==> src/rtl/ether_rx_frame_check_if.sv <==
// ether_rx_frame_check_if: GMII RX pins plus the cleaned frame stream; ETHER_RX_STATS_EN adds good/bad frame counters
interface ether_rx_frame_check_if;
  logic phy_rx_dv;
  logic phy_rx_er;
  logic [7:0] phy_rx_data;
  logic rx_valid;
  logic [7:0] rx_data;
  logic rx_sof;
  logic rx_eof;
  logic rx_good;
  logic rx_bad;
  logic [11:0] frame_len;
`ifdef ETHER_RX_STATS_EN
  logic [15:0] good_cnt;
  logic [15:0] bad_cnt;
  modport master (
    input phy_rx_dv, phy_rx_er, phy_rx_data,
    output rx_valid, rx_data, rx_sof, rx_eof, rx_good, rx_bad, frame_len, good_cnt, bad_cnt
  );
  modport slave (
    output phy_rx_dv, phy_rx_er, phy_rx_data,
    input rx_valid, rx_data, rx_sof, rx_eof, rx_good, rx_bad, frame_len, good_cnt, bad_cnt
  );
`else
  modport master (
    input phy_rx_dv, phy_rx_er, phy_rx_data,
    output rx_valid, rx_data, rx_sof, rx_eof, rx_good, rx_bad, frame_len
  );
  modport slave (
    output phy_rx_dv, phy_rx_er, phy_rx_data,
    input rx_valid, rx_data, rx_sof, rx_eof, rx_good, rx_bad, frame_len
  );
`endif
endinterface

==> src/rtl/ether_rx_frame_check.sv <==
// ether_rx_frame_check: GMII RX preamble strip, CRC-32 check and FCS-hiding 4-byte delay; ETHER_RX_STATS_EN adds good_cnt/bad_cnt
module ether_rx_frame_check #(
  parameter int PREAMBLE_LEN = 7,
  parameter int MIN_FRAME_LEN = 64,
  parameter int MAX_FRAME_LEN = 1518
) (
  input logic phy_rx_clk,
  input logic rst,
  ether_rx_frame_check_if.master bus
);
  localparam logic [31:0] POLY = 32'hEDB88320;
  localparam logic [31:0] RESIDUE = 32'hDEBB20E3;
  localparam logic [3:0] PRE_N = 4'(PREAMBLE_LEN);
  localparam logic [11:0] MIN_N = 12'(MIN_FRAME_LEN);
  localparam logic [11:0] MAX_N = 12'(MAX_FRAME_LEN);
  typedef enum logic [2:0] {IDLE, PRE, DATA, EOF, DROP} state_t;
  state_t state, state_d;
  logic dv, is_pre, is_sfd, take;
  logic [3:0] pre_cnt;
  logic [11:0] byte_cnt;
  logic [31:0] crc;
  logic [3:0][7:0] dly;
  logic er_seen;
  logic valid_d, sof_d, eof_d, good_d, bad_d;
  logic [7:0] data_d;
  logic [11:0] len_d;
  assign dv = bus.phy_rx_dv;
  assign is_pre = bus.phy_rx_data == 8'h55;
  assign is_sfd = bus.phy_rx_data == 8'hD5;
  assign take = state == DATA && dv;
  function automatic logic [31:0] crc_step(input logic [31:0] c, input logic [7:0] d);
    logic [31:0] r;
    r = c ^ {24'h0, d};
    for (int i = 0; i < 8; i++) r = r[0] ? (r >> 1) ^ POLY : r >> 1;
    return r;
  endfunction
  // state register
  always_ff @(posedge phy_rx_clk or posedge rst) begin
    if (rst) state <= IDLE;
    else state <= state_d;
  end
  // next state; EOF listens like IDLE so a preamble right after the end cycle is not lost
  always_comb begin
    state_d = state;
    case (state)
      IDLE, EOF: state_d = !dv ? IDLE : is_pre ? PRE : DROP;
      PRE: state_d = !dv ? IDLE : is_pre ? PRE : (is_sfd && pre_cnt == PRE_N) ? DATA : DROP;
      DATA: state_d = dv ? DATA : EOF;
      DROP: state_d = dv ? DROP : IDLE;
      default: state_d = IDLE;
    endcase
  end
  // next output values; the oldest delay-line byte leaves once four newer bytes sit behind it
  always_comb begin
    valid_d = take && byte_cnt >= 12'd4;
    sof_d = take && byte_cnt == 12'd4;
    data_d = valid_d ? dly[3] : 8'h00;
    eof_d = state == DATA && !dv;
    good_d = eof_d && crc == RESIDUE && byte_cnt >= MIN_N && byte_cnt <= MAX_N && !er_seen;
    bad_d = eof_d && !good_d;
    len_d = eof_d ? byte_cnt : 12'd0;
  end
  // crc, counters and delay line; everything re-inits outside DATA so each frame starts clean
  always_ff @(posedge phy_rx_clk or posedge rst) begin
    if (rst) begin
      crc <= 32'hFFFFFFFF;
      byte_cnt <= 12'd0;
      dly <= '0;
      er_seen <= 1'b0;
      pre_cnt <= 4'd0;
    end else begin
      if (take) begin
        crc <= crc_step(crc, bus.phy_rx_data);
        dly <= {dly[2:0], bus.phy_rx_data};
        byte_cnt <= byte_cnt + {11'd0, byte_cnt != 12'hFFF};
        er_seen <= er_seen | bus.phy_rx_er;
      end else if (state != DATA) begin
        crc <= 32'hFFFFFFFF;
        byte_cnt <= 12'd0;
        dly <= '0;
        er_seen <= 1'b0;
      end
      pre_cnt <= (state == IDLE || state == EOF) ? ((dv && is_pre) ? 4'd1 : 4'd0) :
                 state != PRE ? 4'd0 :
                 (dv && is_pre && pre_cnt != 4'hF) ? pre_cnt + 4'd1 : pre_cnt;
    end
  end
  // registered outputs
  always_ff @(posedge phy_rx_clk or posedge rst) begin
    if (rst) begin
      bus.rx_valid <= 1'b0;
      bus.rx_data <= 8'h00;
      bus.rx_sof <= 1'b0;
      bus.rx_eof <= 1'b0;
      bus.rx_good <= 1'b0;
      bus.rx_bad <= 1'b0;
      bus.frame_len <= 12'd0;
    end else begin
      bus.rx_valid <= valid_d;
      bus.rx_data <= data_d;
      bus.rx_sof <= sof_d;
      bus.rx_eof <= eof_d;
      bus.rx_good <= good_d;
      bus.rx_bad <= bad_d;
      bus.frame_len <= len_d;
    end
  end
`ifdef ETHER_RX_STATS_EN
  // saturating verdict counters, updated together with the eof pulse
  always_ff @(posedge phy_rx_clk or posedge rst) begin
    if (rst) begin
      bus.good_cnt <= 16'd0;
      bus.bad_cnt <= 16'd0;
    end else begin
      if (good_d && bus.good_cnt != 16'hFFFF) bus.good_cnt <= bus.good_cnt + 16'd1;
      if (bad_d && bus.bad_cnt != 16'hFFFF) bus.bad_cnt <= bus.bad_cnt + 16'd1;
    end
  end
`endif
endmodule

==> src/flat_wrapper.sv <==
// flat-port wrapper written by rule: the top's interface ports become plain ports
module ether_rx_frame_check_flat 
#(
  parameter int PREAMBLE_LEN = 7,
  parameter int MIN_FRAME_LEN = 64,
  parameter int MAX_FRAME_LEN = 1518
)
  (phy_rx_clk, rst, bus_phy_rx_dv, bus_phy_rx_er, bus_phy_rx_data, bus_rx_valid, bus_rx_data, bus_rx_sof, bus_rx_eof, bus_rx_good, bus_rx_bad, bus_frame_len);
  ether_rx_frame_check_if bus_i ();
  input logic phy_rx_clk;
  input logic rst;
  input wire logic [$bits(bus_i.phy_rx_dv)-1:0] bus_phy_rx_dv;
  input wire logic [$bits(bus_i.phy_rx_er)-1:0] bus_phy_rx_er;
  input wire logic [$bits(bus_i.phy_rx_data)-1:0] bus_phy_rx_data;
  output wire logic [$bits(bus_i.rx_valid)-1:0] bus_rx_valid;
  output wire logic [$bits(bus_i.rx_data)-1:0] bus_rx_data;
  output wire logic [$bits(bus_i.rx_sof)-1:0] bus_rx_sof;
  output wire logic [$bits(bus_i.rx_eof)-1:0] bus_rx_eof;
  output wire logic [$bits(bus_i.rx_good)-1:0] bus_rx_good;
  output wire logic [$bits(bus_i.rx_bad)-1:0] bus_rx_bad;
  output wire logic [$bits(bus_i.frame_len)-1:0] bus_frame_len;
  assign bus_i.phy_rx_dv = bus_phy_rx_dv;
  assign bus_i.phy_rx_er = bus_phy_rx_er;
  assign bus_i.phy_rx_data = bus_phy_rx_data;
  assign bus_rx_valid = bus_i.rx_valid;
  assign bus_rx_data = bus_i.rx_data;
  assign bus_rx_sof = bus_i.rx_sof;
  assign bus_rx_eof = bus_i.rx_eof;
  assign bus_rx_good = bus_i.rx_good;
  assign bus_rx_bad = bus_i.rx_bad;
  assign bus_frame_len = bus_i.frame_len;
  ether_rx_frame_check #(.PREAMBLE_LEN(PREAMBLE_LEN), .MIN_FRAME_LEN(MIN_FRAME_LEN), .MAX_FRAME_LEN(MAX_FRAME_LEN)) u_core (.phy_rx_clk(phy_rx_clk), .rst(rst), .bus(bus_i));
endmodule
==> config.mk <==
export PLATFORM = sky130hd
export DESIGN_NAME = ether_rx_frame_check_flat
export DESIGN_NICKNAME = d
export VERILOG_FILES = /design/src/rtl/ether_rx_frame_check_if.sv /design/src/rtl/ether_rx_frame_check.sv /design/src/flat_wrapper.sv
export SDC_FILE = /design/constraint.sdc
export NUM_CORES = 1
export LEC_CHECK = 0
export ABC_AREA = 0
export CORE_ASPECT_RATIO = 1.4
export CORE_MARGIN = 2
export CORE_UTILIZATION = 45
export CTS_BUF_LIST = sky130_fd_sc_hd__clkbuf_4
export DETAILED_ROUTE_END_ITERATION = 8
export SYNTH_ARGS = -nofsm -noshare
export SYNTH_HDL_FRONTEND = slang
export SYNTH_SLANG_ARGS = --single-unit
export TNS_END_PERCENT = 1
==> constraint.sdc <==
create_clock -name phy_rx_clk -period 6.2 [get_ports phy_rx_clk]
set_clock_uncertainty 0.1 [all_clocks]
set_input_delay 1.24 -clock phy_rx_clk [delete_from_list [all_inputs] [get_ports phy_rx_clk]]
set_output_delay 1.24 -clock phy_rx_clk [all_outputs]
set_load 0.02 [all_outputs]
**Word-level counts from Yosys, hierarchy flattened**

Index checks and enable logic that the tools add are counted.

- Register bits after elaboration: 109
- Output and inout bits: 25
- Logic and storage cells: 94

- Add/subtract/negate cells: 2
- Order comparisons: 3
- Eq/ne operators: 13
- Muxes and demuxes: 30
- Bitwise logic cells: 10
- Reductions and logical operators: 20

Operators by type and width:

| operator | number |
|---|---|
| 32-bit 2-to-1 mux | 12 |
| 13-bit inverter with 14-bit output | 8 |
| 12-bit 2-to-1 mux | 3 |
| 32-bit equality test, second input constant | 1 |
| 32-bit by 8-bit XOR with 32-bit output | 1 |
| 3-bit 2-to-1 mux | 6 |
| 12-bit by 1-bit adder with 12-bit output | 1 |
| 12-bit by 3-bit equality test with 1-bit output, second input constant | 1 |
| 12-bit by 3-bit greater-or-equal comparator with 1-bit output, second input constant | 1 |
| 12-bit by 7-bit greater-or-equal comparator with 1-bit output, second input constant | 1 |
| 12-bit by 11-bit <= comparator with 1-bit output, second input constant | 1 |
| 1-bit logical AND | 12 |
| 4-bit 2-to-1 mux | 3 |
| 12-bit inequality test, second input constant | 1 |
| 3-bit one-hot mux with 4 select lines | 1 |
| 8-bit by 7-bit equality test with 1-bit output, second input constant | 1 |
| 8-bit equality test, second input constant | 1 |
| 8-bit 2-to-1 mux | 1 |
| 3-bit by 2-bit equality test with 1-bit output, second input constant | 2 |
| 4-bit by 1-bit adder with 4-bit output, second input constant | 1 |
| 4-bit by 3-bit equality test with 1-bit output, second input constant | 1 |
| 1-bit 2-to-1 mux | 4 |
| 4-bit inequality test, second input constant | 1 |
| 3-bit by 1-bit equality test with 1-bit output, second input constant | 1 |
| 10 further kinds | 12 |

**Logic depth before layout (Yosys ltp)**

Gate-level depths: netlist (run 1).

- Depth in word-level cells: 18
- Mapped depth: 10

**Least setup slack after synthesis (run 1)**

Ideal clock, no wire load.

- Kind: input port to flip-flop
- Start point: in bus_phy_rx_data[0]
- End point: reg u_core.crc[18]
- Data arrival time: 2.843 ns
- Setup slack: 3.166 ns
- Stages: 5
- Buffers on the path: 0
- Path through: xnor2_1 -> xor3_2 -> xor2_1 -> and2_1 -> o31ai_1

- Word-level cells in the longest chain between the ends: 10

Ends and longest elaborated chain:

| element | line | RTL |
|---|---|---|
| from (decl) | flat_wrapper.sv:14 | `input wire logic [$bits(bus_i.phy_rx_data)-1:0] bus_phy_rx_data;` |
| 32-bit by 8-bit XOR with 32-bit output | ether_rx_frame_check.sv:33 | `r = c ^ {24'h0, d};` |
| 32-bit 2-to-1 mux (8 in series) | ether_rx_frame_check.sv:34 | `for (int i = 0; i < 8; i++) r = r[0] ? (r >> 1) ^ POLY : r >> 1;` |
| 32-bit 2-to-1 mux | ether_rx_frame_check.sv:72 | `if (take) begin` |
| to (signal assigned) | ether_rx_frame_check.sv:73 | `crc <= crc_step(crc, bus.phy_rx_data);` |
| to (decl) | ether_rx_frame_check.sv:21 | `logic [31:0] crc;` |

Every way passes these cells.
A chain may end at the register's enable or synchronous reset.

**Final worst setup path (run 1)**

Ends and elaborated chain as after synthesis.

==> results of run 1 <==
-- kinds of logic (layout without fill, tap and decap cells) --
logic type | after synthesis | count (layout) | synth area share
DFF | 109 | 109 | 0.528
muxes | 35 | 35 | 0.0669
adders and majority gates | 3 | 3 | 0.00717
AOI/OAI and AO/OA | 51 | 51 | 0.0564
and+or+nand+nor | 181 | 181 | 0.171
xor gates and xnor gates | 78 | 78 | 0.151
other | 0 | 1 | 0
buffers and inverters | 26 | 59 | 0.0186
-- cell type report --
class	instances	area, um2
antenna	1	2.50
clock buffer	11	82.6
clock inverter	5	75.1
fill	1038	5460
inverter	2	10.0
multi-input combinational	348	2370
sequential	109	2770
tap	144	180
timing repair buffer	41	393
-- worst max-delay path: stages --
cell,delay (ns)
clkdlybuf4s50_1,0.49
xnor2_1,0.62
xor3_2,0.65
xor2_1,0.18
and2_1,0.16
o31ai_1,0.22
-- path summary, 6_finish.rpt --
check	start	end	slack [ns]
min in group asynchronous	rst	u_core.bus.frame_len[0]	1.20
hold / removal	u_core.dly[26]	u_core.bus.rx_data[2]	0.40
hold reg to reg	u_core.dly[26]	u_core.bus.rx_data[2]	0.40
setup reg to reg	u_core.byte_cnt[8]	u_core.byte_cnt[10]	3.71
setup / recovery	bus_phy_rx_data[0]	u_core.crc[18]	2.93
max in group asynchronous	rst	u_core.state[0]	3.77
-- metrics by stage --
step	hold slack, ns	std cells	util
floorplan	0.353	483	-
CTS	0.404	660	0.519
global placement	0.362	644	0.505
finish	0.404	661	0.519
global route	0.418	661	0.519
detailed placement	0.371	644	0.505
-- registers in the layout (all words and copies together) (netlist names), 3 cells and up --
| signal | cells |
|---|---|
| u_core.byte_cnt | 12 |
| u_core.dly | 32 |
| u_core.bus.frame_len | 12 |
| u_core.crc | 32 |
| u_core.state | 3 |
| u_core.pre_cnt | 4 |
| u_core.bus.rx_data | 8 |
-- placed cells by master (no fill, tap or decap), types with 4 or more instances in the layout --
cell / n
nor2_1: 78
dfrtp_1: 77
xnor2_1: 46
mux2i_1: 35
clkdlybuf4s50_1: 35
dfstp_2: 32
nand2_1: 26
xor2_1: 22
o21ai_0: 21
a21oi_1: 19
and3_1: 14
nor3_1: 12
clkbuf_4: 11
and2_1: 10
nand3_1: 8
nand4_1: 6
buf_4: 5
xnor3_1: 4
or4_1: 4
-- power by group --
| part | internal, mW | switching (mW) |
|---|---|---|
| sequential | 0.713 | 0.000619 |
| combinational | 0.0574 | 0.0798 |
| clock | 0.170 | 0.224 |
-- layer usage --
layer	part of all wire	vias up
li1	-	1694
met1	0.44	1744
met2	0.50	57
met3	0.031	24
met4	0.033	0
met5	0	-
==> out/metrics.csv, run 1 <==
metric,value,unit
met3_usage,0.0304,
synth-edff-count,0,
portBuffers,36,
cts.sinks,109,
grt-ovfl-total,0,
synth_top_flop_cell,dfrtp_1,
status,completed,
rows,46,
synthesis.nets,498,
synth_cell_types,45,
leakage,2.48,nW
setup_viol,0,
first_pass_iters,5,
pin_count,37,
syn_avg_cell_area,10.8,um2
min_period,3.27,ns
fin_nets,526,
synthesis.area,0.00524,mm2
drv_slew,0,
start_kind,input port,
synth.most_common_cell,nor2_1,
relSlewSlack,0.372,
grt_use_met2,0.309,
postCtsHoldBufs,0,
drt-initial-drc-count,145,
path_class,in2reg,
async_reset_ff_frac,1.00,
hold_path_class,reg2reg,
path_max_fanout,6,
power_density,212,mW/mm2
required,6.49,ns
cts_setup_buffers,0,
total_power,1.24,mW
hpwlAfterDp,7.26,mm
hold_violations,0,
clockBufferDepth,2,
drive_gt1_frac,0.128,
grtUsageTotal,0.190,
fmax,0.305,GHz
pre_cts_slack,2.44,ns
grt_pass1_wl,18.3,mm
peakVddDrop,0.0859,mV
drc,0,
setup_tns,0,ns
routabilityCongestion,0.895,
root_buffer,clkbuf_4,
ys_top_cells_by_count,"nor2_1 (78), dfrtp_1 (77), xnor2_1 (46), mux2i_1 (35), dfstp_2 (32)",
cts.clk_slew.worst_paths,0.15,ns
synth_area_leaders,"dfrtp_1 (37%), dfstp_2 (16%), xnor2_1 (7.7%), mux2i_1 (6.7%), nor2_1 (5.6%)",
worst_pin_slew,0.942,ns
vias_per_cell,5.32,
rsz0062_at_grt,no,
reg2regPathDepth,9,
cts_tree,yes,
whs_path_depth,1,
grt_max_degree,75,
end_kind,flop,
synth_top_area_frac,0.368,
ys_ff_latch,109,
met1_usage,0.244,
cp.arrival,3.56,ns
cts_resized,0,
clock_latency,0.47,ns
die_x,95.2,um
max_cap_violations,0,
grt.busiest_layer,met2,
wl_per_cell,16.6,um
ys_warn_count,0,
synthCells,483,
dieHeight,132,um
dpl-instance-area,0.00572,mm2
ys_seq_area_frac,0.528,
initial_core_util,0.462,
die-area,0.0125,mm2
yosysTopAreaCell,dfrtp_1,
numCtsBuffers,9,
core,0.0113,mm2
first_global_vias,3529,
ant_nets,0,
h-tree-depth,3,
antenna_found_initial,1,
syn_to_final_growth,12.3,%
drt-total-wl,11.0,mm
fin_area,0.00588,mm2
vias,3519,
fin_ws,2.93,ns
finalCritPeriodShare,0.528,
Note: power is estimated with default switching activity, not from simulation.
==> inputs of run 2 (changes only) <==
- PLACE_DENSITY: not set -> 0.66
- clock period: 6.2 -> 2.7 ns (I/O delays scaled with it)
==> run 2 against run 1 <==
Against the previous run:
- worst setup slack worse by 2.7 ns
- register-to-register slack lost 3.5 ns
- clock power up 89%
- combinational power rose to 2.5 times the previous value
- critical path depth is 3 higher
- flip-flop and latch count is the same
- cell area grew 2.9%
- worst hold slack about the same
- first-iteration DRC count rose by 33%
- sequential share of layout area shrank 1.3 points
- power increased by 120%
- global-route usage is 0.14 points higher
- highest routed layer unchanged
==> out/metrics.csv, run 2 (synthesized netlist as in run 1, its figures left out) <==
metric,value,unit
status,completed,
min_period,2.48,ns
final_cells,685,
grt.busiest_layer,met2,
setup_tns,0,ns
fin_ws,0.225,ns
setup_viol,0,
grt_use_met2,0.308,
fin_nets,550,
leakage,2.58,nW
cts_resized,0,
relSlewSlack,0.671,
wl_per_cell,16.2,um
grt_pass1_wl,18.7,mm
clockBufferDepth,2,
drc,0,
drt-initial-drc-count,193,
antenna_found_initial,1,
grtUsageTotal,0.191,
vias_per_cell,5.30,
cts_setup_buffers,0,
drv_slew,0,
path_max_fanout,6,
max_cap_violations,0,
met1_usage,0.250,
die_x,95.2,um
rsz0062_at_grt,no,
postCtsHoldBufs,0,
drive_gt1_frac,0.170,
h-tree-depth,3,
end_kind,flop,
hold_violations,0,
ant_nets,0,
cp.arrival,2.72,ns
first_global_vias,3664,
reg2regPathDepth,9,
post-place-cells,668,
vias,3633,
hpwlAfterDp,7.82,mm
cts_tree,yes,
numCtsBuffers,9,
grt_max_degree,67,
rows,46,
finalCritPeriodShare,0.917,
fin_area,0.00605,mm2
drt-total-wl,11.1,mm
worst_pin_slew,0.492,ns
reg2reg_slack,0.22,ns
path_class,reg2reg,
portBuffers,36,
first_pass_iters,4,
initial_core_util,0.462,
hold_path_class,in2async,
required,2.94,ns
peakVddDrop,0.203,mV
dpl-instance-area,0.00593,mm2
syn_to_final_growth,15.6,%
cts.clk_slew.worst_paths,0.15,ns
cts.sinks,109,
clock_latency,0.45,ns
start_kind,flop,
fmax,0.404,GHz
final_common_cell,nor2_1,
die-area,0.0125,mm2
reg_top3,"u_core.crc (32), u_core.dly (32)",
grt-ovfl-total,0,
power_density,451,mW/mm2
post-route-util,0.534,
final_cell_mix,"nor2_1 (78), dfrtp_1 (77), xnor2_1 (46)",
routabilityCongestion,0.907,
met3_usage,0.0269,
pre_cts_slack,0.0707,ns
core,0.0113,mm2
dieHeight,132,um
pin_count,37,
root_buffer,clkbuf_4,
-- run 2: changes by cell type in the layout (fill, tap and decap cells not counted) --
cell,previous run,this run
buf_12,0,2
buf_4,5,27
bufinv_16,2,0
clkinv_1,2,0
clkinv_2,0,1
clkinv_4,0,2
clkinvlp_4,1,3
inv_4,1,0
-- run 2: power by group --
part	switching [mW]	total, mW	internal [mW]	leakage (nW)
sequential	0.00143	1.64	1.64	1.41
combinational	0.186	0.344	0.158	1.11
clock	0.532	0.745	0.213	0.0631
-- run 2: critical path, stage by stage, from the launching register on --
cell and delay, ns:
dfrtp_1 0.48, nand4_2 0.15, or4_1 0.53, ha_1 0.21, ha_1 0.20, nand4_1 0.20, nor3_1 0.11, and3_1 0.20
xnor2_1 0.14, nor2_1 0.05
-- run 2: worst paths after layout --
check,from,to
worst max register to register,u_core.byte_cnt[5],u_core.byte_cnt[10]
max in group asynchronous,rst,u_core.crc[1]
worst min-delay path,rst,u_core.byte_cnt[6]
min in group phy_rx_clk,u_core.dly[29],u_core.bus.rx_data[5]
worst min register to register,u_core.dly[29],u_core.bus.rx_data[5]
worst max-delay path,u_core.byte_cnt[5],u_core.byte_cnt[10]
-- run 2: layout make-up --
type / count / area [um2]
Timing Repair Buffer: 65 / 598
Antenna cell: 1 / 2.50
Clock buffer: 11 / 82.6
Inverter: 2 / 11.3
Sequential cell: 109 / 2770
Multi-Input combinational cell: 348 / 2370
Fill cell: 1016 / 5290
Tap cell: 144 / 180
Clock inverter: 5 / 37.5
-- run 2: per-stage QoR --
step | hold WS (ns) | power (mW)
2_1_floorplan | 0.353 | 1.90
3_3_place_gp | 0.362 | 2.01
3_5_place_dp | 0.369 | 2.01
4_1_cts | 0.385 | 2.76
5_1_grt | 0.416 | 2.85
6_report | 0.404 | 2.73
-- run 2: layer usage --
layer | vias to the layer above | share of wire | wire [um]
met5 | - | 0 | 0
met4 | 0 | 0.036 | 406
met3 | 29 | 0.031 | 341
met2 | 67 | 0.50 | 5560
met1 | 1795 | 0.43 | 4820
li1 | 1742 | - | -
